<file path="config.mk">
export PLATFORM = sky130hd
export DESIGN_NAME = control_fsm
export DESIGN_NICKNAME = d
export VERILOG_FILES = /design/src/rtl/control_fsm_pkg.sv /design/src/rtl/control_fsm_ctrl_decode.sv /design/src/rtl/control_fsm.sv
export SDC_FILE = /design/constraint.sdc
export NUM_CORES = 1
export LEC_CHECK = 0
export ABC_AREA = 1
export CORE_UTILIZATION = 34
export DETAILED_ROUTE_END_ITERATION = 8
export DONT_BUFFER_PORTS = 1
export GPL_TIMING_DRIVEN = 0
export SLEW_MARGIN = 40
export SYNTH_ARGS = -nofsm -noshare
export SYNTH_HDL_FRONTEND = slang
export SYNTH_SLANG_ARGS = --single-unit
</file>
<file path="constraint.sdc">
create_clock -name CLK -period 1.9 [get_ports CLK]
set_input_delay 0.285 -clock CLK [delete_from_list [all_inputs] [get_ports CLK]]
set_output_delay 0.285 -clock CLK [all_outputs]
set_load 0.005 [all_outputs]
</file>
<file path="src/rtl/control_fsm_pkg.sv">
// cs147 project definitions shared by the control unit: widths, opcodes, functs,
// ALU operation codes, CTRL bit indices and the control state encoding.
package control_fsm_pkg;

  localparam int unsigned CTRL_WIDTH = 32;
  localparam int unsigned DATA_WIDTH = 32;

  typedef enum logic [2:0] {
    ST_INIT,
    ST_FETCH,
    ST_DECODE,
    ST_EXECUTE,
    ST_MEMORY,
    ST_WRITEBACK
  } state_t;

  localparam logic [5:0] OP_RTYPE = 6'h00;
  localparam logic [5:0] OP_JMP   = 6'h02;
  localparam logic [5:0] OP_JAL   = 6'h03;
  localparam logic [5:0] OP_BEQ   = 6'h04;
  localparam logic [5:0] OP_BNE   = 6'h05;
  localparam logic [5:0] OP_ADDI  = 6'h08;
  localparam logic [5:0] OP_SLTI  = 6'h0a;
  localparam logic [5:0] OP_ANDI  = 6'h0c;
  localparam logic [5:0] OP_ORI   = 6'h0d;
  localparam logic [5:0] OP_LUI   = 6'h0f;
  localparam logic [5:0] OP_PUSH  = 6'h1b;
  localparam logic [5:0] OP_POP   = 6'h1c;
  localparam logic [5:0] OP_MULI  = 6'h1d;
  localparam logic [5:0] OP_LW    = 6'h23;
  localparam logic [5:0] OP_SW    = 6'h2b;

  localparam logic [5:0] FN_SLL = 6'h01;
  localparam logic [5:0] FN_SRL = 6'h02;
  localparam logic [5:0] FN_JR  = 6'h08;
  localparam logic [5:0] FN_ADD = 6'h20;
  localparam logic [5:0] FN_SUB = 6'h22;
  localparam logic [5:0] FN_AND = 6'h24;
  localparam logic [5:0] FN_OR  = 6'h25;
  localparam logic [5:0] FN_NOR = 6'h27;
  localparam logic [5:0] FN_SLT = 6'h2a;
  localparam logic [5:0] FN_MUL = 6'h2c;

  localparam logic [5:0] ALU_NONE = 6'd0;
  localparam logic [5:0] ALU_ADD  = 6'd1;
  localparam logic [5:0] ALU_SUB  = 6'd2;
  localparam logic [5:0] ALU_MUL  = 6'd3;
  localparam logic [5:0] ALU_SHR  = 6'd4;
  localparam logic [5:0] ALU_SHL  = 6'd5;
  localparam logic [5:0] ALU_AND  = 6'd6;
  localparam logic [5:0] ALU_OR   = 6'd7;
  localparam logic [5:0] ALU_NOR  = 6'd8;
  localparam logic [5:0] ALU_SLT  = 6'd9;

  localparam int unsigned B_PC_LOAD   = 0;
  localparam int unsigned B_PC_SEL_1  = 1;
  localparam int unsigned B_PC_SEL_2  = 2;
  localparam int unsigned B_PC_SEL_3  = 3;
  localparam int unsigned B_IR_LOAD   = 4;
  localparam int unsigned B_R1_SEL_1  = 5;
  localparam int unsigned B_REG_READ  = 6;
  localparam int unsigned B_REG_WRITE = 7;
  localparam int unsigned B_SP_LOAD   = 8;
  localparam int unsigned B_OP1_SEL   = 9;
  localparam int unsigned B_OP2_SEL_1 = 10;
  localparam int unsigned B_OP2_SEL_2 = 11;
  localparam int unsigned B_OP2_SEL_3 = 12;
  localparam int unsigned B_OP2_SEL_4 = 13;
  localparam int unsigned B_ALU_LO    = 14;
  localparam int unsigned B_ALU_HI    = 19;
  localparam int unsigned B_MA_SEL_1  = 20;
  localparam int unsigned B_MA_SEL_2  = 21;
  localparam int unsigned B_MD_SEL    = 22;
  localparam int unsigned B_WD_SEL_1  = 23;
  localparam int unsigned B_WD_SEL_2  = 24;
  localparam int unsigned B_WD_SEL_3  = 25;
  localparam int unsigned B_WA_SEL_1  = 26;
  localparam int unsigned B_WA_SEL_2  = 27;
  localparam int unsigned B_WA_SEL_3  = 28;

  function automatic state_t next_state(input state_t s);
    case (s)
      ST_FETCH:   return ST_DECODE;
      ST_DECODE:  return ST_EXECUTE;
      ST_EXECUTE: return ST_MEMORY;
      ST_MEMORY:  return ST_WRITEBACK;
      default:    return ST_FETCH;
    endcase
  endfunction

endpackage

</file>
<file path="src/rtl/control_fsm_ctrl_decode.sv">
// Combinational CTRL/READ/WRITE generator for the state being entered.
// Stack instructions (push/pop) are decoded only when CTRL_STACK_OPS_EN is defined.
module ctrl_decode
  import control_fsm_pkg::*;
(
  input  state_t                state,
  input  logic [5:0]            opcode,
  input  logic [5:0]            funct,
  input  logic                  zero,
  output logic [CTRL_WIDTH-1:0] ctrl,
  output logic                  read,
  output logic                  write
);

`ifdef CTRL_STACK_OPS_EN
  localparam logic STACK_EN = 1'b1;
`else
  localparam logic STACK_EN = 1'b0;
`endif

  logic                  is_push;
  logic                  is_pop;
  logic                  r_alu;
  logic                  op1_sp;
  logic                  op2_shamt;
  logic                  op2_simm;
  logic                  op2_one;
  logic                  op2_r2;
  logic [5:0]            oprn;
  logic [CTRL_WIDTH-1:0] op_fields;
  logic [CTRL_WIDTH-1:0] wb_fields;

  always_comb begin
    is_push   = STACK_EN && (opcode == OP_PUSH);
    is_pop    = STACK_EN && (opcode == OP_POP);
    r_alu     = 1'b0;
    op1_sp    = 1'b0;
    op2_shamt = 1'b0;
    op2_simm  = 1'b0;
    op2_one   = 1'b0;
    op2_r2    = 1'b0;
    oprn      = ALU_NONE;

    case (opcode)
      OP_RTYPE: begin
        r_alu  = 1'b1;
        op2_r2 = 1'b1;
        case (funct)
          FN_ADD:  oprn = ALU_ADD;
          FN_SUB:  oprn = ALU_SUB;
          FN_MUL:  oprn = ALU_MUL;
          FN_AND:  oprn = ALU_AND;
          FN_OR:   oprn = ALU_OR;
          FN_NOR:  oprn = ALU_NOR;
          FN_SLT:  oprn = ALU_SLT;
          FN_SLL:  begin op2_r2 = 1'b0; op2_shamt = 1'b1; oprn = ALU_SHL; end
          FN_SRL:  begin op2_r2 = 1'b0; op2_shamt = 1'b1; oprn = ALU_SHR; end
          default: begin r_alu = 1'b0; op2_r2 = 1'b0; end
        endcase
      end
      OP_ADDI, OP_LW, OP_SW: begin op2_simm = 1'b1; oprn = ALU_ADD; end
      OP_MULI:               begin op2_simm = 1'b1; oprn = ALU_MUL; end
      OP_SLTI:               begin op2_simm = 1'b1; oprn = ALU_SLT; end
      OP_ANDI:               oprn = ALU_AND;
      OP_ORI:                oprn = ALU_OR;
      OP_BEQ, OP_BNE:        begin op2_r2 = 1'b1; oprn = ALU_SUB; end
      OP_PUSH: if (is_push) begin op1_sp = 1'b1; op2_one = 1'b1; oprn = ALU_SUB; end
      OP_POP:  if (is_pop)  begin op1_sp = 1'b1; op2_one = 1'b1; oprn = ALU_ADD; end
      default: ;
    endcase

    // Operand/ALU fields are driven from EXECUTE and held through WRITEBACK
    op_fields                     = '0;
    op_fields[B_OP1_SEL]          = op1_sp;
    op_fields[B_OP2_SEL_1]        = op2_shamt;
    op_fields[B_OP2_SEL_2]        = op2_simm;
    op_fields[B_OP2_SEL_3]        = op2_shamt | op2_one;
    op_fields[B_OP2_SEL_4]        = op2_r2;
    op_fields[B_ALU_HI:B_ALU_LO]  = oprn;
  end

  always_comb begin
    wb_fields             = '0;
    wb_fields[B_PC_LOAD]  = 1'b1;
    wb_fields[B_PC_SEL_1] = 1'b1;
    wb_fields[B_PC_SEL_3] = 1'b1;
    case (opcode)
      OP_RTYPE: begin
        if (r_alu) begin
          wb_fields[B_REG_WRITE] = 1'b1;
          wb_fields[B_WA_SEL_3]  = 1'b1;
          wb_fields[B_WD_SEL_3]  = 1'b1;
        end else if (funct == FN_JR) begin
          wb_fields[B_PC_SEL_1] = 1'b0;
        end
      end
      OP_ADDI, OP_MULI, OP_SLTI, OP_ANDI, OP_ORI, OP_LUI, OP_LW: begin
        wb_fields[B_REG_WRITE] = 1'b1;
        wb_fields[B_WA_SEL_1]  = 1'b1;
        wb_fields[B_WA_SEL_3]  = 1'b1;
        wb_fields[B_WD_SEL_3]  = 1'b1;
        wb_fields[B_WD_SEL_2]  = (opcode == OP_LUI);
        wb_fields[B_WD_SEL_1]  = (opcode == OP_LW);
      end
      OP_BEQ: wb_fields[B_PC_SEL_2] = zero;
      OP_BNE: wb_fields[B_PC_SEL_2] = ~zero;
      OP_JMP: wb_fields[B_PC_SEL_3] = 1'b0;
      OP_JAL: begin
        wb_fields[B_PC_SEL_3]  = 1'b0;
        wb_fields[B_REG_WRITE] = 1'b1;
        wb_fields[B_WA_SEL_2]  = 1'b1;
      end
      OP_PUSH: wb_fields[B_SP_LOAD] = is_push;
      OP_POP: begin
        wb_fields[B_SP_LOAD]   = is_pop;
        wb_fields[B_REG_WRITE] = is_pop;
        wb_fields[B_WD_SEL_3]  = is_pop;
        wb_fields[B_WD_SEL_1]  = is_pop;
      end
      default: ;
    endcase
  end

  always_comb begin
    ctrl  = '0;
    read  = 1'b0;
    write = 1'b0;
    case (state)
      ST_FETCH: begin
        ctrl[B_MA_SEL_2] = 1'b1;
        ctrl[B_IR_LOAD]  = 1'b1;
        read             = 1'b1;
      end
      ST_DECODE: begin
        ctrl[B_REG_READ] = 1'b1;
        ctrl[B_R1_SEL_1] = is_push;
      end
      ST_EXECUTE: ctrl = op_fields;
      ST_MEMORY: begin
        ctrl             = op_fields;
        ctrl[B_MA_SEL_1] = is_push;
        ctrl[B_MD_SEL]   = is_push;
        read             = (opcode == OP_LW) | is_pop;
        write            = (opcode == OP_SW) | is_push;
      end
      ST_WRITEBACK: ctrl = op_fields | wb_fields;
      default: ;
    endcase
  end

endmodule

</file>
<file path="src/rtl/control_fsm.sv">
// Five-state multi-cycle control unit for the cs147sec05 processor with registered
// Moore outputs. Optional stack instructions are enabled by CTRL_STACK_OPS_EN.
module control_fsm
  import control_fsm_pkg::*;
(
  input  logic                  CLK,
  input  logic                  RST,
  input  logic [DATA_WIDTH-1:0] INSTRUCTION,
  input  logic                  ZERO,
  output logic [CTRL_WIDTH-1:0] CTRL,
  output logic                  READ,
  output logic                  WRITE
);

  state_t                state;
  state_t                state_nxt;
  logic [DATA_WIDTH-1:0] ir;
  logic                  zero_q;
  logic [5:0]            opcode_src;
  logic [5:0]            funct_src;
  logic [CTRL_WIDTH-1:0] ctrl_nxt;
  logic                  read_nxt;
  logic                  write_nxt;
  logic                  unused_fields;

  assign unused_fields = ^{ir[25:6], INSTRUCTION[25:6]};

  always_comb begin
    state_nxt = next_state(state);
    // DECODE outputs are formed on the edge that loads ir, so look through to the bus
    if (state == ST_FETCH) begin
      opcode_src = INSTRUCTION[31:26];
      funct_src  = INSTRUCTION[5:0];
    end else begin
      opcode_src = ir[31:26];
      funct_src  = ir[5:0];
    end
  end

  ctrl_decode u_decode (
    .state  (state_nxt),
    .opcode (opcode_src),
    .funct  (funct_src),
    .zero   (zero_q),
    .ctrl   (ctrl_nxt),
    .read   (read_nxt),
    .write  (write_nxt)
  );

  always_ff @(posedge CLK) begin
    if (RST) begin
      state  <= ST_INIT;
      ir     <= '0;
      zero_q <= 1'b0;
      CTRL   <= '0;
      READ   <= 1'b0;
      WRITE  <= 1'b0;
    end else begin
      state <= state_nxt;
      CTRL  <= ctrl_nxt;
      READ  <= read_nxt;
      WRITE <= write_nxt;
      if (state == ST_FETCH)   ir     <= INSTRUCTION;
      if (state == ST_EXECUTE) zero_q <= ZERO;
    end
  end

endmodule

</file>
* Word-level counts from Yosys, hierarchy flattened
Index checks and enable logic that the tools add are counted.
** Word-level totals
- Flip-flop bits (word level) :: 70
- Latch bits :: 0
- Bits in writable memories :: 0
- Bits in read-only memories :: 0
- Input port bits :: 35
- Output and inout port bits :: 34
- Word-level logic and storage cells :: 84
- Memories :: 0
** Operators by class
- Add/sub/neg operators :: 0
- $mul :: 0
- Div/mod/pow operators :: 0
- Magnitude comparators :: 0
- Eq/ne operators :: 31
- Shifts and indexed selects :: 0
- Mux-type cells :: 29
- Bitwise operators :: 4
- Reduce and logical (&&, ||, !) cells :: 13
** Operators by type and width (number)
- equality test 6 bit, second input constant :: 9
- case mux 6 bit (7 select lines) :: 1
- equality test 6 x 4 -> 1 bit, second input constant :: 6
- case mux 4 bit (9 select lines) :: 1
- bitwise OR 20 x 29 -> 29 bit :: 1
- case mux 14 bit (2 select lines) :: 1
- equality test 6 x 2 -> 1 bit, second input constant :: 3
- two-way mux 1 bit :: 15
- case mux 1 bit (2 select lines) :: 7
- OR reduction 7 bit :: 2
- equality test 3 x 2 -> 1 bit, second input constant :: 4
- equality test 6 x 3 -> 1 bit, second input constant :: 2
- two-way mux 6 bit :: 2
- case mux 3 bit (4 select lines) :: 1
- OR reduction 2 bit :: 6
- equality test 3 bit, second input constant :: 3
- OR reduction 9 bit :: 1
- OR reduction 8 bit :: 1
- equality test 3 x 1 -> 1 bit, second input constant :: 2
- equality test 6 x 1 -> 1 bit, second input constant :: 1
- equality test 6 x 5 -> 1 bit, second input constant :: 1
- zero test 6 bit :: 1
- OR reduction 5 bit :: 1
- case mux 2 bit (2 select lines) :: 1
- other kinds (2) :: 4

* Longest topological paths before layout
- Word-level depth :: 10
- Mapped depth :: 13
- Gate-level depth less buffers :: 13

* Modules after synthesis
A second synthesis with hierarchy kept.
** Second synthesis, totals
- Cells, all modules :: 377
- Area, all modules :: 2433.6 um^2
** By module, submodules not included
- control_fsm :: instances 1, cells an instance 231, area each 1729.2 um^2, sequential area each 1001.0 um^2
- ctrl_decode :: instances 1, cells an instance 146, area each 704.4 um^2, sequential area each 0.0 um^2

* Least setup slack after synthesis
OpenSTA, ideal clock, no wires.
- Path kind :: register to register
- Start :: reg state[0]
- End :: reg CTRL[7]
- Data arrival time :: 1.450 ns
- Data required time :: 1.774 ns
- Path slack :: 0.325 ns
- Stages on the path, launching flop included :: 13
- Buffers on the path :: 1
- Path through :: dfxtp_1 > nand3_4 > buf_6 > nand2_1 > nand2_2 > nor2_1 > inv_1 > nand2_1 > nand2_1 > inv_1 > nand2_1 > o21ai_1 > nand3_1
** On the way
- Longest elaborated chain between the ends :: 10
- Elaborated cells on any way between the ends :: 37
- Classes of those cells :: 24 x eq/ne; 8 x mux; 1 x bitwise; 4 x reduce/logical
** RTL lines
- start: declaration :: line control_fsm.sv:15 : state_t state;
- start signal: assignment :: line control_fsm.sv:59 : state <= state_nxt;
- equality test 3 x 1 -> 1 bit :: line control_fsm_pkg.sv:82, control_fsm.sv:31
- two-way mux 6 bit :: line control_fsm.sv:31 : if (state == ST_FETCH) begin
- equality test 6 bit, or another cell as far along :: line control_fsm_ctrl_decode.sv:48 : case (funct)
- OR reduction 9 bit (no line)
- two-way mux 1 bit :: line control_fsm_ctrl_decode.sv:48
- two-way mux 1 bit :: line control_fsm_ctrl_decode.sv:44 : case (opcode)
- two-way mux 1 bit :: line control_fsm_ctrl_decode.sv:89 : if (r_alu) begin
- case mux 1 bit (2 select lines) :: line control_fsm_ctrl_decode.sv:87 : case (opcode)
- bitwise OR 20 x 29 -> 29 bit :: line control_fsm_ctrl_decode.sv:146 : ST_WRITEBACK: ctrl = op_fields | wb_fields;
- case mux 14 bit (2 select lines) * :: line control_fsm_ctrl_decode.sv:128 : case (state)
- end signal: assignment :: line control_fsm.sv:60 : CTRL <= ctrl_nxt;
- end: declaration :: line control_fsm.sv:10 : output logic [CTRL_WIDTH-1:0] CTRL,
Mark *: on every way between the ends. The rest lies on a longest branch, timed or not.
A chain may end at the register's enable or synchronous reset.

* Worst setup path in the final report
- Start :: reg state[2]
- End :: reg CTRL[17]
** On the way
- Longest elaborated chain between the ends :: 7
- Elaborated cells on any way between the ends :: 36
- Classes of those cells :: 25 x eq/ne; 6 x mux; 1 x bitwise; 4 x reduce/logical
** RTL lines (line)
- equality test 3 x 1 -> 1 bit :: control_fsm_pkg.sv:82, control_fsm.sv:31
- two-way mux 6 bit :: control_fsm.sv:31
- equality test 6 x 2 -> 1 bit, or another cell as far along :: control_fsm_ctrl_decode.sv:48
- case mux 4 bit (9 select lines), or another cell as far along :: control_fsm_ctrl_decode.sv:48
- case mux 6 bit (7 select lines) :: control_fsm_ctrl_decode.sv:44
- bitwise OR 20 x 29 -> 29 bit :: control_fsm_ctrl_decode.sv:146
- case mux 14 bit (2 select lines) * :: control_fsm_ctrl_decode.sv:128
Marked as above.

==> impl_metrics.py <==
metrics = {
    "critical_path": {
        "timing.critical_path.buf_inv": 1,
        "cpMaxStageDelayCell": "dfxtp_2",
        "slowest_delay_ns": 0.36,
        "r2r_setup_slack_ns": 0.15,
        "endpoint_kind": "flip-flop",
        "worst_ep_required_time_ns": 2.13,
        "worstPathCellList": "inv_4 -> nand3_4 -> nand2_2 -> nand2_2 -> nor2_4 -> nand4_1 -> nand2_1 -> nor2_2 -> nand2_2 -> nand3_2 -> nor2_1",
        "worst_path_most_repeated_cell": "nand2_2",
        "worstPathArrival_ns": 1.98,
        "critPathKind": "reg2reg",
        "critPathLaunchType": "flip-flop",
        "cp_top_family": "simple AND/OR/NAND/NOR gates",
        "critical_path.max_fanout": 9,
    },
    "drt": {
        "drt_iter0_drc": 119,
        "wl_per_cell_um": 12.1,
        "via_count": 1763,
        "drc": 0,
        "drt.antenna.violating_nets": 0,
        "drt-total-wl_um": 4670,
        "avgViaCountPerCell": 4.57,
        "drt-pass1-iter-count": 4,
    },
    "layout": {
        "diodes": 0,
        "final_nets": 348,
        "drive_gt1_frac": 0.229,
        "final-seq-area_um2": 749,
        "layoutNonFillerInstCount": 386,
        "nFillCells": 591,
        "syn_to_final_growth_pct": 19.1,
        "multi_input_area_um2": 1010,
        "finalInstanceArea_um2": 2330,
    },
    "synthesis": {
        "syn-cell-area_um2": 1950,
        "ys_types": 27,
        "ys_top_cells_by_count": "nand2_1 (79), nor2_1 (41), dfxtp_1 (37), inv_1 (37), nand3_1 (20)",
        "synth.most_common_cell": "nand2_1",
        "synth-seq-cells": 37,
        "synth_edf_count": 0,
        "yosys_warnings": 0,
        "syn_area_per_cell_um2": 6.72,
        "async_reset_ff_frac": 0,
        "synth-main-ff-cell": "dfxtp_1",
        "synthTopCellsByArea": "dfxtp_1 (38%), nand2_1 (15%), nor2_1 (7.9%)",
        "postSynthCellCount": 291,
        "synth_area_leader_cell": "dfxtp_1",
        "ys_seq_area_frac": 0.379,
        "yosysTopAreaCellShare": 0.379,
    },
    "floorplan": {
        "start_util": 0.355,
        "io_pins": 69,
        "fp.coreArea_um2": 5510,
        "rows": 27,
        "die_y_um": 77.8,
        "dieWidth_um": 77.8,
        "fp.dieArea_um2": 6060,
    },
    "placement": {
        "port_buffers": 0,
        "hpwl_um": 3430,
        "placed_area_um2": 2080,
        "placed_cells": 372,
        "gp_congestion": 0.806,
    },
    "timing": {
        "setup_viol": 0,
        "slew_viol_final": 0,
        "hold_viol_final": 0,
        "final.setup.tns_ns": 0,
        "fin_crit_sh": 0.921,
        "max_freq_ghz": 0.571,
        "skew_ns": 0.00488,
        "period_minus_slack_ns": 1.75,
    },
    "power_and_ir_drop": {
        "sequentialPowerShare": 0.392,
        "clockPowerShare": 0.384,
        "p_switching_uw": 639,
        "ir_drop_uv": 479,
        "combPwrFrac": 0.224,
        "p_int_mw": 1.51,
        "p_leak_nw": 1.18,
        "p_sw_frac": 0.297,
        "power_mw": 2.15,
        "p_per_area_nw_per_um2": 923,
    },
    "clock_network": {
        "cts_buffers": 5,
        "clock_sinks": 37,
        "clk_pin_slew_ns": 0.08,
        "cts_tree": "built",
        "clock_latency_ns": 0.29,
        "cts_root_buf": "clkbuf_8",
        "h-tree-depth": 2,
        "clock_path_buffers": 2,
    },
    "grt": {
        "overflow": 0,
        "track_usage": 0.163,
        "antenna_found_initial": 0,
        "grt_pass1_vias": 1707,
        "grt_first_pass_wirelength_um": 7790,
        "grt_start_max_net_pins": 14,
    },
    "min_path": {
        "hold_class": "in2reg",
    },
    "run_status": {
        "status": "complete, no violations",
    },
    "job": {
        "max-cap-violations": 0,
    },
}
## cells by family (layout without fill, tap and decap cells)
group	count (synthesis)	after routing	share of synthesized area
other	1	10	0.00192
flip-flops	37	37	0.379
AND/OR/NAND/NOR	175	177	0.416
buffers and inverters	60	72	0.152
AO/OA/AOI/OAI	17	17	0.0467
XOR/XNOR	1	1	0.00448
## stage by stage
stage / util / hold slack [ns] / worst slack [ns]
final: 0.423 / 0.151 / 0.150
after global routing: 0.423 / 0.136 / -0.00265
after CTS: 0.403 / 0.136 / 0.0362
after detailed placement: 0.377 / 0.437 / 0.0128
after global placement: 0.377 / 0.440 / 0.0327
after floorplan: - / 0.424 / 0.325
## power by group through the flow
stage	Sequential, mW	Combinational (mW)	Clock [mW]
3_5_place_dp	0.855	0.434	0
6_report	0.841	0.481	0.826
2_1_floorplan	0.851	0.357	0
5_1_grt	0.847	0.546	0.893
3_3_place_gp	0.854	0.429	0
4_1_cts	0.838	0.437	0.853
## timing repair
| item | CTS | global route |
|---|---|---|
| resized for setup | 1 | 19 |
| hold buffers | 0 | 0 |
| setup endpoints to repair | 1 | 10 |
| gates cloned | 0 | 2 |
| buffers inserted | 0 | 4 |
| pin swaps | 0 | 3 |
## cell usage in the layout (no fill, tap or decap), types with 2 or more instances in the layout
cell type   n
nand4_1     3
nor2_1     38
o21ai_1     4
inv_2       2
inv_4       2
nor2_4      3
clkbuf_8    5
nand3_1    19
conb_1     10
inv_1      37
nor2_2      8
dfxtp_1    34
dfxtp_4     2
a21oi_1     7
clkbuf_1    2
nand3_2     8
o21ai_2     2
nand2_1    76
buf_6       3
nand2_2    13
buf_4      16
bufinv_16   2
nor3_1      5
## path summary, 6_finish.rpt
kind                       start                  end  cells past startpoint
max          state[2]$_SDFF_PP0_  CTRL[17]$_SDFF_PP0_                     11
min                         ZERO  zero_q$_SDFFE_PP0N_                      2
max reg2reg  state[2]$_SDFF_PP0_  CTRL[17]$_SDFF_PP0_                     11
min reg2reg  ir[30]$_SDFFE_PP0P_  ir[30]$_SDFFE_PP0P_                      2
## flip-flops by register name, indices dropped and copies added (netlist names)
| signal | flops |
|---|---|
| CTRL | 19 |
| ir | 12 |
| state | 3 |
| READ | 1 |
| WRITE | 1 |
| zero_q | 1 |
## routing by layer
layer / vias to the layer above / wire (um) / track usage
met5: - / 0 / 0
met4: 0 / 46 / 0.0472
met3: 5 / 247 / 0.0471
met2: 39 / 2250 / 0.279
met1: 797 / 2120 / 0.196
li1: 922 / - / -
## area by class of cell
| class | count | share of cell area |
|---|---|---|
| Multi-Input combinational cell | 205 | 0.433 |
| Sequential cell | 37 | 0.322 |
| Inverter | 42 | 0.0699 |
| Buffer | 18 | 0.0596 |
| Tap cell | 72 | 0.0387 |
| Clock buffer | 5 | 0.0296 |
| Clock inverter | 3 | 0.0296 |
| Timing Repair Buffer | 4 | 0.0183 |
Note: power is estimated with default switching activity, not from simulation.
